[config.mk]
export PLATFORM = sky130hd
export DESIGN_NAME = matrix_seq_unit
export DESIGN_NICKNAME = d
export VERILOG_FILES = /design/src/rtl/matrix_pkg.sv /design/src/rtl/matrix_mac.sv /design/src/rtl/matrix_seq_unit.sv
export SDC_FILE = /design/constraint.sdc
export NUM_CORES = 1
export LEC_CHECK = 0
export CAP_MARGIN = 20
export CORE_ASPECT_RATIO = 1.1
export CORE_MARGIN = 3
export CORE_UTILIZATION = 65
export DETAILED_ROUTE_END_ITERATION = 16
export PLACE_DENSITY = 0.94
export SYNTH_ARGS = -nofsm -noshare
export SYNTH_HDL_FRONTEND = slang
export SYNTH_SLANG_ARGS = --single-unit
[constraint.sdc]
create_clock -name clk -period 11.35 [get_ports clk]
set_input_delay 2.27 -clock clk [delete_from_list [all_inputs] [get_ports clk]]
set_output_delay 2.27 -clock clk [all_outputs]
set_load 0.02 [all_outputs]
[src/rtl/matrix_pkg.sv]
// Shared types and constants for the time-multiplexed 2x2 matrix unit.
// Holds the FSM state enum, default widths, frame geometry and operand slot encoding.
package matrix_pkg;

    typedef enum logic [1:0] {
        IDLE  = 2'd0,
        LOAD  = 2'd1,
        CALC  = 2'd2,
        DRAIN = 2'd3
    } state_e;

    localparam int DW_DEF      = 8;
    localparam int RW_DEF      = 16;
    localparam int FRAME_BYTES = 8;
    localparam int RESULTS     = 4;
    localparam int N_ELEM      = 4;
    localparam int N_MAT       = 8;

    localparam int IDX_W = 3;
    typedef logic [IDX_W-1:0] idx_t;

    // Operand storage slots, in arrival order within a frame.
    localparam idx_t IDX_A11 = 3'd0;
    localparam idx_t IDX_A12 = 3'd1;
    localparam idx_t IDX_A21 = 3'd2;
    localparam idx_t IDX_A22 = 3'd3;
    localparam idx_t IDX_B11 = 3'd4;
    localparam idx_t IDX_B12 = 3'd5;
    localparam idx_t IDX_B21 = 3'd6;
    localparam idx_t IDX_B22 = 3'd7;

    typedef struct packed {
        idx_t a;
        idx_t b;
    } sel_t;

endpackage

[src/rtl/matrix_mac.sv]
// Single shared DW x DW multiplier feeding one RW-bit accumulator.
// Build option: define MATRIX_SAT_EN to saturate the accumulate path instead of wrapping.
module matrix_mac #(
    parameter int DW = 8,
    parameter int RW = 16
) (
    input  logic          clk,
    input  logic          rst,
    input  logic          clr,
    input  logic          en,
    input  logic          add,
    input  logic [DW-1:0] a,
    input  logic [DW-1:0] b,
    output logic [RW-1:0] sum
);

    logic [RW-1:0] acc;
    logic [RW-1:0] prod;
    logic [RW-1:0] acc_sum;

    assign prod = RW'(a) * RW'(b);

`ifdef MATRIX_SAT_EN
    logic [RW:0] wide;
    assign wide    = {1'b0, acc} + {1'b0, prod};
    assign acc_sum = wide[RW] ? '1 : wide[RW-1:0];
`else
    assign acc_sum = acc + prod;
`endif

    // A lone product never overflows, so only the accumulate path sees saturation.
    assign sum = add ? acc_sum : prod;

    always_ff @(posedge clk) begin
        if (rst || clr) begin
            acc <= '0;
        end else if (en) begin
            acc <= sum;
        end
    end

endmodule

[src/rtl/matrix_seq_unit.sv]
// Sequential 2x2 element-wise / matrix product unit with byte-stream input and word-stream output.
// Build option: MATRIX_SAT_EN (handled in matrix_mac) saturates matrix-product sums.
module matrix_seq_unit
    import matrix_pkg::*;
#(
    parameter int DW = DW_DEF,
    parameter int RW = RW_DEF
) (
    input  logic          clk,
    input  logic          rst,
    input  logic          in_valid,
    output logic          in_ready,
    input  logic [DW-1:0] in_data,
    input  logic          in_op,
    output logic          out_valid,
    input  logic          out_ready,
    output logic [RW-1:0] out_data,
    output logic          out_last,
    output logic          busy
);

    state_e        state;
    state_e        state_nxt;
    logic [2:0]    count;
    logic          op_q;
    logic [2:0]    step;
    logic [1:0]    out_idx;
    logic [DW-1:0] opnd [FRAME_BYTES];
    logic [RW-1:0] res  [RESULTS];

    logic          in_fire;
    logic          out_fire;
    logic          calc_last;
    sel_t          sel;
    logic [1:0]    res_idx;
    logic          res_wr;
    logic          mac_add;
    logic [RW-1:0] mac_sum;

    assign in_ready  = !rst && (state == IDLE || state == LOAD);
    assign out_valid = !rst && (state == DRAIN);
    assign out_last  = out_valid && (out_idx == 2'(RESULTS - 1));
    assign out_data  = out_valid ? res[out_idx] : '0;
    assign busy      = !rst && (state != IDLE);

    assign in_fire   = in_valid && in_ready;
    assign out_fire  = out_valid && out_ready;
    assign calc_last = op_q ? (step == 3'(N_MAT - 1)) : (step == 3'(N_ELEM - 1));

    // Product-index table: matrix mode pairs consecutive steps into one result,
    // element-wise mode produces one finished result per step.
    always_comb begin
        sel     = '0;
        res_idx = '0;
        res_wr  = 1'b0;
        mac_add = 1'b0;
        if (op_q) begin
            case (step)
                3'd0:    sel = '{a: IDX_A11, b: IDX_B11};
                3'd1:    sel = '{a: IDX_A12, b: IDX_B21};
                3'd2:    sel = '{a: IDX_A11, b: IDX_B12};
                3'd3:    sel = '{a: IDX_A12, b: IDX_B22};
                3'd4:    sel = '{a: IDX_A21, b: IDX_B11};
                3'd5:    sel = '{a: IDX_A22, b: IDX_B21};
                3'd6:    sel = '{a: IDX_A21, b: IDX_B12};
                default: sel = '{a: IDX_A22, b: IDX_B22};
            endcase
            res_idx = step[2:1];
            mac_add = step[0];
            res_wr  = step[0];
        end else begin
            sel.a   = step;
            sel.b   = IDX_B11 | step;
            res_idx = step[1:0];
            res_wr  = 1'b1;
        end
    end

    matrix_mac #(
        .DW (DW),
        .RW (RW)
    ) u_mac (
        .clk (clk),
        .rst (rst),
        .clr (state == IDLE),
        .en  (state == CALC),
        .add (mac_add),
        .a   (opnd[sel.a]),
        .b   (opnd[sel.b]),
        .sum (mac_sum)
    );

    always_ff @(posedge clk) begin
        if (rst) begin
            state <= IDLE;
        end else begin
            state <= state_nxt;
        end
    end

    always_comb begin
        state_nxt = state;
        case (state)
            IDLE:    if (in_fire) state_nxt = LOAD;
            LOAD:    if (in_fire && count == 3'(FRAME_BYTES - 1)) state_nxt = CALC;
            CALC:    if (calc_last) state_nxt = DRAIN;
            DRAIN:   if (out_fire && out_idx == 2'(RESULTS - 1)) state_nxt = IDLE;
            default: state_nxt = IDLE;
        endcase
    end

    // count and out_idx wrap back to zero on the final beat, so they are ready for the next frame.
    always_ff @(posedge clk) begin
        if (rst) begin
            count   <= '0;
            op_q    <= 1'b0;
            step    <= '0;
            out_idx <= '0;
            for (int i = 0; i < FRAME_BYTES; i++) opnd[i] <= '0;
            for (int i = 0; i < RESULTS; i++) res[i] <= '0;
        end else begin
            if (in_fire) begin
                opnd[count] <= in_data;
                count       <= count + 3'd1;
                if (state == IDLE) op_q <= in_op;
            end
            if (state == CALC) begin
                step <= calc_last ? 3'd0 : step + 3'd1;
                if (res_wr) res[res_idx] <= mac_sum;
            end
            if (out_fire) begin
                out_idx <= out_idx + 2'd1;
            end
        end
    end

endmodule

==> flow_metrics.py <==
metrics = {
    "clock_network": {
        "cts-root-buf": "clkbuf_16",
        "clk_pin_slew_ns": 0.07,
        "cts_buffer_depth": 2,
        "clkLatencyLatePin_ns": 0.45,
        "h-tree-depth": 4,
        "cts.sinks": 157,
        "post_cts_buffers": 0,
        "numCtsBuffers": 17,
        "cts_resized": 0,
        "holdBufCountCts": 0,
        "cts_tree": "built",
    },
    "synth": {
        "ys_seq_elements": 157,
        "async_reset_ff_share_pct": 0,
        "yosysUniqueCellTypes": 64,
        "synth.area.top_cells": "edfxtp_1 38%, ha_1 8.0%, fa_1 7.3%, mux4_2 7.1%, dfxtp_1 5.7%",
        "syn_area_per_cell_sq_um": 11.23,
        "synthCells": 907,
        "synthFlopType": "edfxtp_1",
        "synth_area_sq_um": 10190,
        "netlist.area_leader.share_pct": 37.73,
        "yosysSeqAreaShare_pct": 43.42,
        "synthesis.nets": 1022,
        "synth_top_area_cell": "edfxtp_1",
        "synth-edff-count": 128,
        "synth-warning-count": 0,
    },
    "power_and_ir_drop": {
        "switching_share_pct": 48.05,
        "ir_worst_vdd_v": 0.0002366,
        "p_total_mw": 3.414,
        "p_leak_nw": 4.666,
        "p_int_mw": 1.774,
        "switchingPower_mw": 1.640,
        "pwr_density_cell_nw_per_um2": 300.9,
        "clkPwrFrac_pct": 18.0,
        "seqPwrFrac_pct": 20.6,
        "p_comb_share_pct": 61.4,
    },
    "cells_and_area": {
        "area_delta_synth_final_pct": 11.34,
        "register_area_sq_um": 4424,
        "drive_gt1_share_pct": 12.86,
        "n_fill_cell": 873,
        "antenna_cells": 0,
        "multi_input_area_sq_um": 5396,
        "final_cell_mix": "153 x nor2_1, 128 x edfxtp_1, 66 x and2_1",
        "layout.nets": 1051,
        "final_common_cell": "nor2_1",
    },
    "setup_path": {
        "cp_top_family": "adder cells",
        "crit_buf_inv": 4,
        "reg2reg_depth": 29,
        "crit_type": "reg2reg",
        "cp.arrival_ns": 8.99,
        "endpoint_kind": "register",
        "crit_fanout": 16,
        "crit_slowest_cell": "o32ai_4",
        "slowest_delay_ns": 0.82,
        "worst-path-stages": 29,
        "cp_data_required_time_ns": 11.50,
        "critPathLaunchType": "register",
    },
    "drt": {
        "dr.pass1.iters": 6,
        "routedWlPerCell_um": 22.09,
        "drtIter0Drc": 684,
        "wirelength_um": 25290,
        "via_per_inst": 6.507,
        "drtAntennaViolNets": 0,
        "vias": 7450,
        "drc": 0,
    },
    "sta": {
        "setup_slack_ns": 2.513,
        "max_freq_mhz": 113.2,
        "tns_ns": 0,
        "final-hold-violation-count": 0,
        "fin_crit_sh_pct": 77.86,
        "finalSetupViolCount": 0,
        "period_needed_ns": 8.837,
        "skew_ns": 0.01900,
        "drv_slew": 0,
        "relSlewSlack_pct": 26.39,
        "rsz0062_at_grt": "false",
        "worstMarginPinSlew_ns": 1.102,
    },
    "floorplan": {
        "core_sq_um": 15230,
        "dieArea_sq_um": 17210,
        "die_h_um": 137.3,
        "chipWidth_um": 125.4,
        "rows": 47,
        "start_util_pct": 66.89,
        "io_pins": 33,
    },
    "hold_path": {
        "hold_path.class": "reg2reg",
        "holdPathStages": 2,
    },
    "grt": {
        "grt_pass1_wl_um": 40090,
        "grt_pass1_vias": 7643,
        "antenna_found_initial": 0,
        "gr-total-overflow": 0,
        "grt_usage_pct": 30.18,
        "grt_max_degree": 40,
    },
    "placement": {
        "port_buffers": 32,
        "gp_congestion": 0.8646,
        "dp_hpwl_um": 16230,
        "pre_cts_slack_ns": 2.601,
    },
    "run_status": {
        "status": "finished clean",
    },
    "run": {
        "drv_cap": 0,
    },
}
[kinds of logic after synthesis]
logic type / after synthesis / synth area share (%)
buffers and inverters: 95 / 3.611
and+or+nand+nor: 348 / 16.87
AOI/OAI and AO/OA: 111 / 7.651
adders and majority gates: 102 / 15.25
xor gates and xnor gates: 27 / 2.321
muxes: 67 / 10.87
DFF: 157 / 43.42
[through the flow]
stage	hold WS [ns]	utilization (%)	area, sq um	std cells
floorplan	0.4541	-	10190	907
global placement	0.4706	70.09	10680	1110
detailed placement	0.4936	70.09	10680	1110
CTS	0.5018	74.21	11300	1142
global route	0.5258	74.48	11340	1145
finish	0.5104	74.48	11340	1145
[worst register-to-register path: cells and delay by family, from the launching register on]
| kind | cells | cell delay, ns |
|---|---|---|
| buffers and inverters | 4 | 0.24 |
| XOR/XNOR | 2 | 0.37 |
| flip-flops | 1 | 0.46 |
| AND/OR/NAND/NOR | 5 | 1.11 |
| multiplexers | 2 | 1.21 |
| adder cells (fa/ha/maj) | 8 | 3.05 |
| AO/OA/AOI/OAI | 8 | 2.11 |
[state kept, by name, indices dropped and copies added, names as in the netlist, named ones only]
register	count
opnd	64
res	64
u_mac.acc	16
step	3
state	2
count	3
op_q	1
out_idx	2
[synth_stat cells (10+ instances only)]
cell type  instances
xor2_1            10
and2_1            66
o21ai_1           10
fa_1              37
dfxtp_1           29
inv_1             63
or2_2             20
clkbuf_1          25
nor2b_1           17
nor3_1            11
mux2i_1           24
nor2_1           153
mux4_2            32
a211oi_1          12
edfxtp_1         128
o21ai_0           10
nand2_1           36
xnor2_1           17
a21o_1            10
ha_1              65
a21oi_1           38
[power by group through the flow]
stage          sequential [mW]  combinational (mW)  clock (mW)
6_report                 0.702                2.10       0.615
3_5_place_dp             0.711                1.99           0
2_1_floorplan            0.692                1.55           0
3_3_place_gp             0.707                1.89           0
4_1_cts                  0.701                2.04       0.617
5_1_grt                  0.704                2.30       0.642
[worst paths after layout]
| check | slack, ns | end | from |
|---|---|---|---|
| worst max-delay path | 2.51 | res[0][15] | step[0] |
| worst min-delay path | 0.51 | u_mac.acc[3] | u_mac.acc[3] |
| worst max register to register | 2.51 | res[0][15] | step[0] |
| worst min register to register | 0.51 | u_mac.acc[3] | u_mac.acc[3] |
[final cells by class]
| type | count | area share, % |
|---|---|---|
| clock buffer | 17 | 3.750 |
| clock inverter | 15 | 1.787 |
| inverter | 63 | 2.085 |
| multi-input combinational | 655 | 47.57 |
| sequential | 157 | 39.00 |
| tap | 196 | 2.162 |
| timing repair buffer | 42 | 3.640 |
[layer usage]
metal	vias to the layer above	global-route usage [%]	routed length, um
met5	-	0	0
met4	0	17.11	1527
met3	135	5.739	1725
met2	466	54.42	13260
met1	3604	33.81	8776
li1	3245	-	-
Note: power is estimated with default switching activity, not from simulation.
